<file path="config.mk">
export PLATFORM = sky130hd
export DESIGN_NAME = register_file_pipelined_flat
export DESIGN_NICKNAME = d
export VERILOG_FILES = /design/src/rtl/register_file_pipelined_pkg.sv /design/src/rtl/register_file_pipelined_if.sv /design/src/rtl/register_file_pipelined_sweep_ctrl.sv /design/src/rtl/register_file_pipelined.sv /design/src/flat_wrapper.sv
export SDC_FILE = /design/constraint.sdc
export NUM_CORES = 1
export LEC_CHECK = 0
export BUFFER_PORTS_ARGS = -buffer_cell sky130_fd_sc_hd__buf_2
export CORE_ASPECT_RATIO = 0.6
export CORE_MARGIN = 3
export CORE_UTILIZATION = 48
export CTS_BUF_LIST = sky130_fd_sc_hd__clkbuf_16
export DETAILED_ROUTE_END_ITERATION = 10
export SETUP_SLACK_MARGIN = 0.3
export SLEW_MARGIN = 40
export SYNTH_ARGS = -nofsm -noshare
export SYNTH_HDL_FRONTEND = slang
export SYNTH_SLANG_ARGS = --single-unit
export TNS_END_PERCENT = 5
</file>
<file path="constraint.sdc">
create_clock -name clock -period 5 [get_ports clock]
set_clock_uncertainty 0.2 [all_clocks]
set_input_delay 0.25 -clock clock [delete_from_list [all_inputs] [get_ports clock]]
set_output_delay 0.25 -clock clock [all_outputs]
set_load 0.01 [all_outputs]
</file>
<file path="src/rtl/register_file_pipelined_pkg.sv">
// Shared definitions for the pipelined register file: sweep FSM encodings and default widths.
package regfile_pkg;

  localparam int DEFAULT_DATA_W = 16;
  localparam int DEFAULT_ADDR_W = 4;

  typedef enum logic [1:0] {
    IDLE  = 2'b00,
    SWEEP = 2'b01,
    DONE  = 2'b10
  } sweep_state_t;

endpackage

</file>
<file path="src/rtl/register_file_pipelined_if.sv">
// Read/write/sweep bus of the pipelined register file; slave is the register file itself.
interface register_file_pipelined_if
  import regfile_pkg::*;
#(
  parameter int DATA_W = DEFAULT_DATA_W,
  parameter int ADDR_W = DEFAULT_ADDR_W
);

  logic [ADDR_W-1:0] read_reg1;
  logic [ADDR_W-1:0] read_reg2;
  logic              rd_en;
  logic [DATA_W-1:0] read_data1;
  logic [DATA_W-1:0] read_data2;
  logic              read_valid;
  logic [ADDR_W-1:0] write_reg;
  logic [DATA_W-1:0] write_data;
  logic              regWrite;
  logic              write_ready;
  logic              sweep_req;
  logic              sweep_busy;
  logic              sweep_done;

  modport master (
    output read_reg1, read_reg2, rd_en, write_reg, write_data, regWrite, sweep_req,
    input  read_data1, read_data2, read_valid, write_ready, sweep_busy, sweep_done
  );

  modport slave (
    input  read_reg1, read_reg2, rd_en, write_reg, write_data, regWrite, sweep_req,
    output read_data1, read_data2, read_valid, write_ready, sweep_busy, sweep_done
  );

endinterface

</file>
<file path="src/rtl/register_file_pipelined_sweep_ctrl.sv">
// Sweep-clear sequencer: walks a pointer over every entry, one per cycle, then pulses done.
module regfile_sweep_ctrl
  import regfile_pkg::*;
#(
  parameter int ADDR_W = DEFAULT_ADDR_W
) (
  input  logic              clock,
  input  logic              clear,
  input  logic              sweep_req,
  output logic              sweep_busy,
  output logic              sweep_done,
  output logic              write_ready,
  output logic              sweep_wr_en,
  output logic [ADDR_W-1:0] sweep_addr
);

  localparam int DEPTH = 2 ** ADDR_W;
  localparam logic [ADDR_W-1:0] LAST_PTR = ADDR_W'(DEPTH - 1);

  sweep_state_t      state;
  sweep_state_t      state_next;
  logic [ADDR_W-1:0] ptr;
  logic [ADDR_W-1:0] ptr_next;

  always_ff @(posedge clock) begin
    if (clear) begin
      state <= IDLE;
      ptr   <= '0;
    end else begin
      state <= state_next;
      ptr   <= ptr_next;
    end
  end

  // External writes are only accepted in IDLE, so sweep and writeback never collide on the array.
  always_comb begin
    state_next  = state;
    ptr_next    = ptr;
    sweep_busy  = 1'b0;
    sweep_done  = 1'b0;
    write_ready = 1'b0;
    sweep_wr_en = 1'b0;
    case (state)
      IDLE: begin
        write_ready = 1'b1;
        if (sweep_req) begin
          state_next = SWEEP;
          ptr_next   = '0;
        end
      end
      SWEEP: begin
        sweep_busy  = 1'b1;
        sweep_wr_en = 1'b1;
        ptr_next    = ptr + 1'b1;
        if (ptr == LAST_PTR) begin
          state_next = DONE;
        end
      end
      DONE: begin
        sweep_done = 1'b1;
        state_next = IDLE;
      end
      default: begin
        state_next = IDLE;
      end
    endcase
  end

  assign sweep_addr = ptr;

endmodule

</file>
<file path="src/rtl/register_file_pipelined.sv">
// Register file with two registered read ports, one write port and a sweep-clear sequencer.
// Define REGFILE_WRITE_BYPASS_EN for write-first reads on a same-cycle address match.
module register_file_pipelined
  import regfile_pkg::*;
#(
  parameter int DATA_W = DEFAULT_DATA_W,
  parameter int ADDR_W = DEFAULT_ADDR_W
) (
  input logic                      clock,
  input logic                      clear,
  register_file_pipelined_if.slave bus
);

  localparam int DEPTH = 2 ** ADDR_W;

  logic [DATA_W-1:0] mem [DEPTH];

  logic              sweep_busy;
  logic              sweep_done;
  logic              write_ready;
  logic              sweep_wr_en;
  logic [ADDR_W-1:0] sweep_addr;
  logic              write_en;

  logic [DATA_W-1:0] next_data1;
  logic [DATA_W-1:0] next_data2;
  logic [DATA_W-1:0] data1;
  logic [DATA_W-1:0] data2;
  logic              valid;

  regfile_sweep_ctrl #(
    .ADDR_W(ADDR_W)
  ) u_sweep_ctrl (
    .clock      (clock),
    .clear      (clear),
    .sweep_req  (bus.sweep_req),
    .sweep_busy (sweep_busy),
    .sweep_done (sweep_done),
    .write_ready(write_ready),
    .sweep_wr_en(sweep_wr_en),
    .sweep_addr (sweep_addr)
  );

  assign write_en = bus.regWrite & write_ready;

  // Read-port source: array contents, optionally overridden by this cycle's array update.
  always_comb begin
    next_data1 = mem[bus.read_reg1];
    next_data2 = mem[bus.read_reg2];
`ifdef REGFILE_WRITE_BYPASS_EN
    if (sweep_wr_en && (bus.read_reg1 == sweep_addr)) begin
      next_data1 = '0;
    end else if (write_en && (bus.read_reg1 == bus.write_reg)) begin
      next_data1 = bus.write_data;
    end
    if (sweep_wr_en && (bus.read_reg2 == sweep_addr)) begin
      next_data2 = '0;
    end else if (write_en && (bus.read_reg2 == bus.write_reg)) begin
      next_data2 = bus.write_data;
    end
`endif
  end

  always_ff @(posedge clock) begin
    if (clear) begin
      for (int i = 0; i < DEPTH; i++) begin
        mem[i] <= '0;
      end
    end else if (sweep_wr_en) begin
      mem[sweep_addr] <= '0;
    end else if (write_en) begin
      mem[bus.write_reg] <= bus.write_data;
    end
  end

  always_ff @(posedge clock) begin
    if (clear) begin
      data1 <= '0;
      data2 <= '0;
      valid <= 1'b0;
    end else begin
      valid <= bus.rd_en;
      if (bus.rd_en) begin
        data1 <= next_data1;
        data2 <= next_data2;
      end
    end
  end

  assign bus.read_data1  = data1;
  assign bus.read_data2  = data2;
  assign bus.read_valid  = valid;
  assign bus.write_ready = write_ready;
  assign bus.sweep_busy  = sweep_busy;
  assign bus.sweep_done  = sweep_done;

endmodule

</file>
<file path="src/flat_wrapper.sv">
// flat-port wrapper written by rule: the top's interface ports become plain ports
module register_file_pipelined_flat import regfile_pkg::*;
#(
  parameter int DATA_W = DEFAULT_DATA_W,
  parameter int ADDR_W = DEFAULT_ADDR_W
)
  (clock, clear, bus_read_reg1, bus_read_reg2, bus_rd_en, bus_write_reg, bus_write_data, bus_regWrite, bus_sweep_req, bus_read_data1, bus_read_data2, bus_read_valid, bus_write_ready, bus_sweep_busy, bus_sweep_done);
  register_file_pipelined_if #(.DATA_W(DATA_W), .ADDR_W(ADDR_W)) bus_i ();
  input logic clock;
  input logic clear;
  input wire logic [$bits(bus_i.read_reg1)-1:0] bus_read_reg1;
  input wire logic [$bits(bus_i.read_reg2)-1:0] bus_read_reg2;
  input wire logic [$bits(bus_i.rd_en)-1:0] bus_rd_en;
  input wire logic [$bits(bus_i.write_reg)-1:0] bus_write_reg;
  input wire logic [$bits(bus_i.write_data)-1:0] bus_write_data;
  input wire logic [$bits(bus_i.regWrite)-1:0] bus_regWrite;
  input wire logic [$bits(bus_i.sweep_req)-1:0] bus_sweep_req;
  output wire logic [$bits(bus_i.read_data1)-1:0] bus_read_data1;
  output wire logic [$bits(bus_i.read_data2)-1:0] bus_read_data2;
  output wire logic [$bits(bus_i.read_valid)-1:0] bus_read_valid;
  output wire logic [$bits(bus_i.write_ready)-1:0] bus_write_ready;
  output wire logic [$bits(bus_i.sweep_busy)-1:0] bus_sweep_busy;
  output wire logic [$bits(bus_i.sweep_done)-1:0] bus_sweep_done;
  assign bus_i.read_reg1 = bus_read_reg1;
  assign bus_i.read_reg2 = bus_read_reg2;
  assign bus_i.rd_en = bus_rd_en;
  assign bus_i.write_reg = bus_write_reg;
  assign bus_i.write_data = bus_write_data;
  assign bus_i.regWrite = bus_regWrite;
  assign bus_i.sweep_req = bus_sweep_req;
  assign bus_read_data1 = bus_i.read_data1;
  assign bus_read_data2 = bus_i.read_data2;
  assign bus_read_valid = bus_i.read_valid;
  assign bus_write_ready = bus_i.write_ready;
  assign bus_sweep_busy = bus_i.sweep_busy;
  assign bus_sweep_done = bus_i.sweep_done;
  register_file_pipelined #(.DATA_W(DATA_W), .ADDR_W(ADDR_W)) u_core (.clock(clock), .clear(clear), .bus(bus_i));
endmodule
</file>
==> impl_metrics.csv <==
group,metric,value,unit
placement,dp_cells,1705,
setup_path,r2r-end,"u_core.mem[1][3]$_SDFFCE_PN0P_",
global_route,grt_overflow,0,
setup_path,crit_start,"u_core.u_sweep_ctrl.state[0]$_SDFFE_PP0P_",
global_route,antenna_found_initial,0,
detailed_routing,vias,10941,
synth,ys_warn_count,0,
setup_path,critPathMaxStageDelay,0.78,ns
sta,setup_violations,0,
sta,slew_viol_final,0,
die,initial_core_util,49.1,%
setup_path,crit_type,"reg -> reg",
cts,clk_latency,0.58,ns
final_layout,final_util,55.1,%
detailed_routing,routed_wl,48.8,mm
cts,cts_sinks,295,
setup_path,crit_slowest_cell,"mux2i_2",
detailed_routing,drtIter0Drc,1446,
status,status,"finished clean",
job,cap_violations,0,
setup_path,cp_top_family,"simple AND/OR/NAND/NOR gates",
die,pin_count,69,
sta,setup-tns-final,0,ns
cts,cts_resized,0,
final_layout,finish.net_count,1367,
sta,holdWs,0.00733,ns
cts,htree_levels,1,
final_layout,num-fill-cells,2650,
cts,cts-root-buf,"clkbuf_16",
detailed_routing,wl_per_cell,27.7,um
setup_path,cp_num_cells,4,
cts,clock_path_buffers,3,
final_layout,fin_cells,1763,
setup_path,path_buf_inv,0,
synth,synthArstFlopShare,0,%
power_and_ir_drop,power,0.00572,W
sta,timing.final.hold_violations,0,
synth,synth.cell_area,14800,um^2
setup_path,r2r-start,"u_core.u_sweep_ctrl.state[0]$_SDFFE_PP0P_",
detailed_routing,avgViaCountPerCell,6.21,
sta,fin_crit_sh,74.4,%
die,dieHeight,142,um
sta,rsz0062_at_grt,"no",
setup_path,crit_fanout,17,
sta,fin_crit,3.72,ns
sta,slew_headroom,43.3,%
cts,cts_tree,"built",
detailed_routing,first_pass_iters,5,
synth,ys_seq_elements,295,
hold_path,hold_class,"in -> reg",
setup_path,r2r_cells,4,
setup_path,crit_path_end,"u_core.mem[1][3]$_SDFFCE_PN0P_",
global_route,grt_pass1_vias,10294,
setup_path,r2r_setup_slack,1.28,ns
setup_path,arrival,3.72,ns
final_layout,area_delta_synth_final,12.1,%
power_and_ir_drop,max-vdd-ir-drop,0.000228,V
final_layout,antennaDiodeCount,0,
cts,cts-buffers-inserted,29,
sta,tightest_slew,0.848,ns
die,core_area,30200,um^2
global_route,grt_use_total,29.6,%
synth,syn_nets,1337,
placement,dp_hpwl,33.3,mm
die,die_area,33100,um^2
die,rows,49,
setup_path,cp.required,5.00,ns
placement,portBuffers,68,
detailed_routing,antenna_left,0,
power_and_ir_drop,power_density,344,nW/um^2
global_route,grt_pass1_wl,70.6,mm
power_and_ir_drop,power_leakage,6.37,nW
sta,max_freq,269,MHz
synth,synth_seq_area_share,57.1,%
setup_path,cp-end-kind,"flip-flop",
cts,path_clk_slew,0.06,ns
synth,synth-edff-count,256,
detailed_routing,route.detailed.drc,0,
final_layout,layout_common_cells,"nor2_1 (268), mux2i_1 (258), edfxtp_1 (256)",
final_layout,drive_gt1_share,14.2,%
synth,avgSynthCellArea,11.4,um^2
setup_path,start_kind,"flip-flop",
setup_path,path_cells,"nor4b_4, mux2i_2, nand4_4, nand2b_1",
global_route,grt_max_degree,70,
synth,synth_cell_type_count,33,
final_layout,final_common_cell,"nor2_1",
synth,synthCells,1303,
die,die-width,233,um
placement,gp_congestion,0.885,
synth,synthFlopType,"edfxtp_1",
-- worst min-delay path by stage --
stage / startpoint / depth (start not counted) / slack, ns / endpoint
after global placement: u_core.bus.read_data1[9]$_SDFFE_PP0P_ / 2 / 0.23 / u_core.bus.read_data1[9]$_SDFFE_PP0P_
after detailed placement: u_core.bus.read_data1[4]$_SDFFE_PP0P_ / 2 / 0.24 / u_core.bus.read_data1[4]$_SDFFE_PP0P_
after global routing: bus_read_reg2[1] / 5 / 0.02 / u_core.bus.read_data2[7]$_SDFFE_PP0P_
after CTS: bus_read_reg2[1] / 5 / 0.05 / u_core.bus.read_data2[7]$_SDFFE_PP0P_
after floorplan: bus_rd_en / 2 / 0.19 / u_core.bus.read_valid$_SDFF_PP0_
final: bus_read_reg2[1] / 5 / 0.007 / u_core.bus.read_data2[7]$_SDFFE_PP0P_
-- layer usage --
layer / part of all wire (%) / GRT usage, % / wire [um] / up-vias
met5: 0 / 0 / 0 / -
met1: 45 / 45.8 / 22100 / 5415
met4: 2.6 / 7.57 / 1260 / 0
met2: 38 / 38.6 / 18600 / 632
met3: 14 / 11.0 / 6780 / 66
li1: - / - / - / 4828
-- tightest hold or removal path, stage by stage --
cell	delay, ns
buf_2	0.13
nor2b_4	0.12
nand2_1	0.08
nand3_1	0.07
nand3_1	0.08
-- cell usage after synthesis, drive strengths merged, types with 2 or more instances --
cell type	count	area (um^2)
nor2	271	1020
mux2i	260	2610
edfxtp	256	7690
a22oi	99	743
nand3	98	490
nand2	81	304
clkbuf	66	248
buf	39	191
dfxtp	39	781
a21oi	33	165
nand4	16	233
nand2b	13	81.3
nor2b	6	37.5
mux2	5	67.6
o21bai	5	37.5
nand3b	3	22.5
and2	2	12.5
inv	2	7.51
-- where the power goes --
part	leakage [nW]	internal (W)	switching, W
Combinational	2.93	0.000203	0.000425
Clock	0.474	0.00126	0.000979
Sequential	2.97	0.00278	0.0000737
Total	6.37	0.00424	0.00148
-- sequential cells by signal, indices dropped and copies added, names as in the netlist --
register and cells:
u_core.bus.read_valid 1, u_core.u_sweep_ctrl.sweep_addr 4, u_core.u_sweep_ctrl.state 2, u_core.bus.read_data1 16, u_core.mem 256, u_core.bus.read_data2 16
-- logic make-up (layout without fill, tap and decap cells) --
| family | after synthesis | count (layout) | share of synthesized area (%) |
|---|---|---|---|
| AOI/OAI and AO/OA | 141 | 141 | 6.60 |
| adders and majority gates | 1 | 1 | 0.0844 |
| buffers and inverters | 107 | 159 | 3.01 |
| DFF | 295 | 295 | 57.1 |
| muxes | 265 | 265 | 18.1 |
| and+or+nand+nor | 494 | 494 | 15.1 |
-- per-stage QoR --
step	instance area (um^2)	worst slack, ns
2_1_floorplan	14800	1.59
3_3_place_gp	15500	1.23
3_5_place_dp	15600	1.15
4_1_cts	16600	1.13
5_1_grt	16600	1.08
6_report	16600	1.28
-- timing repair --
action,4_1_cts,5_1_grt
hold buffers,4,0
setup buffers,0,0
endpoints found under the hold margin,7,0
-- area by class of cell --
cell class                      count  area, um^2  share of cell area, %
Sequential cell                   295        8470                   50.9
Inverter                            2        7.51                 0.0452
Multi-Input combinational cell    901        6020                   36.2
Tap cell                          408         510                   3.07
Timing Repair Buffer              104         677                   4.07
Clock inverter                     24         218                   1.31
Clock buffer                       29         726                   4.37
Note: power is estimated with default switching activity, not from simulation.
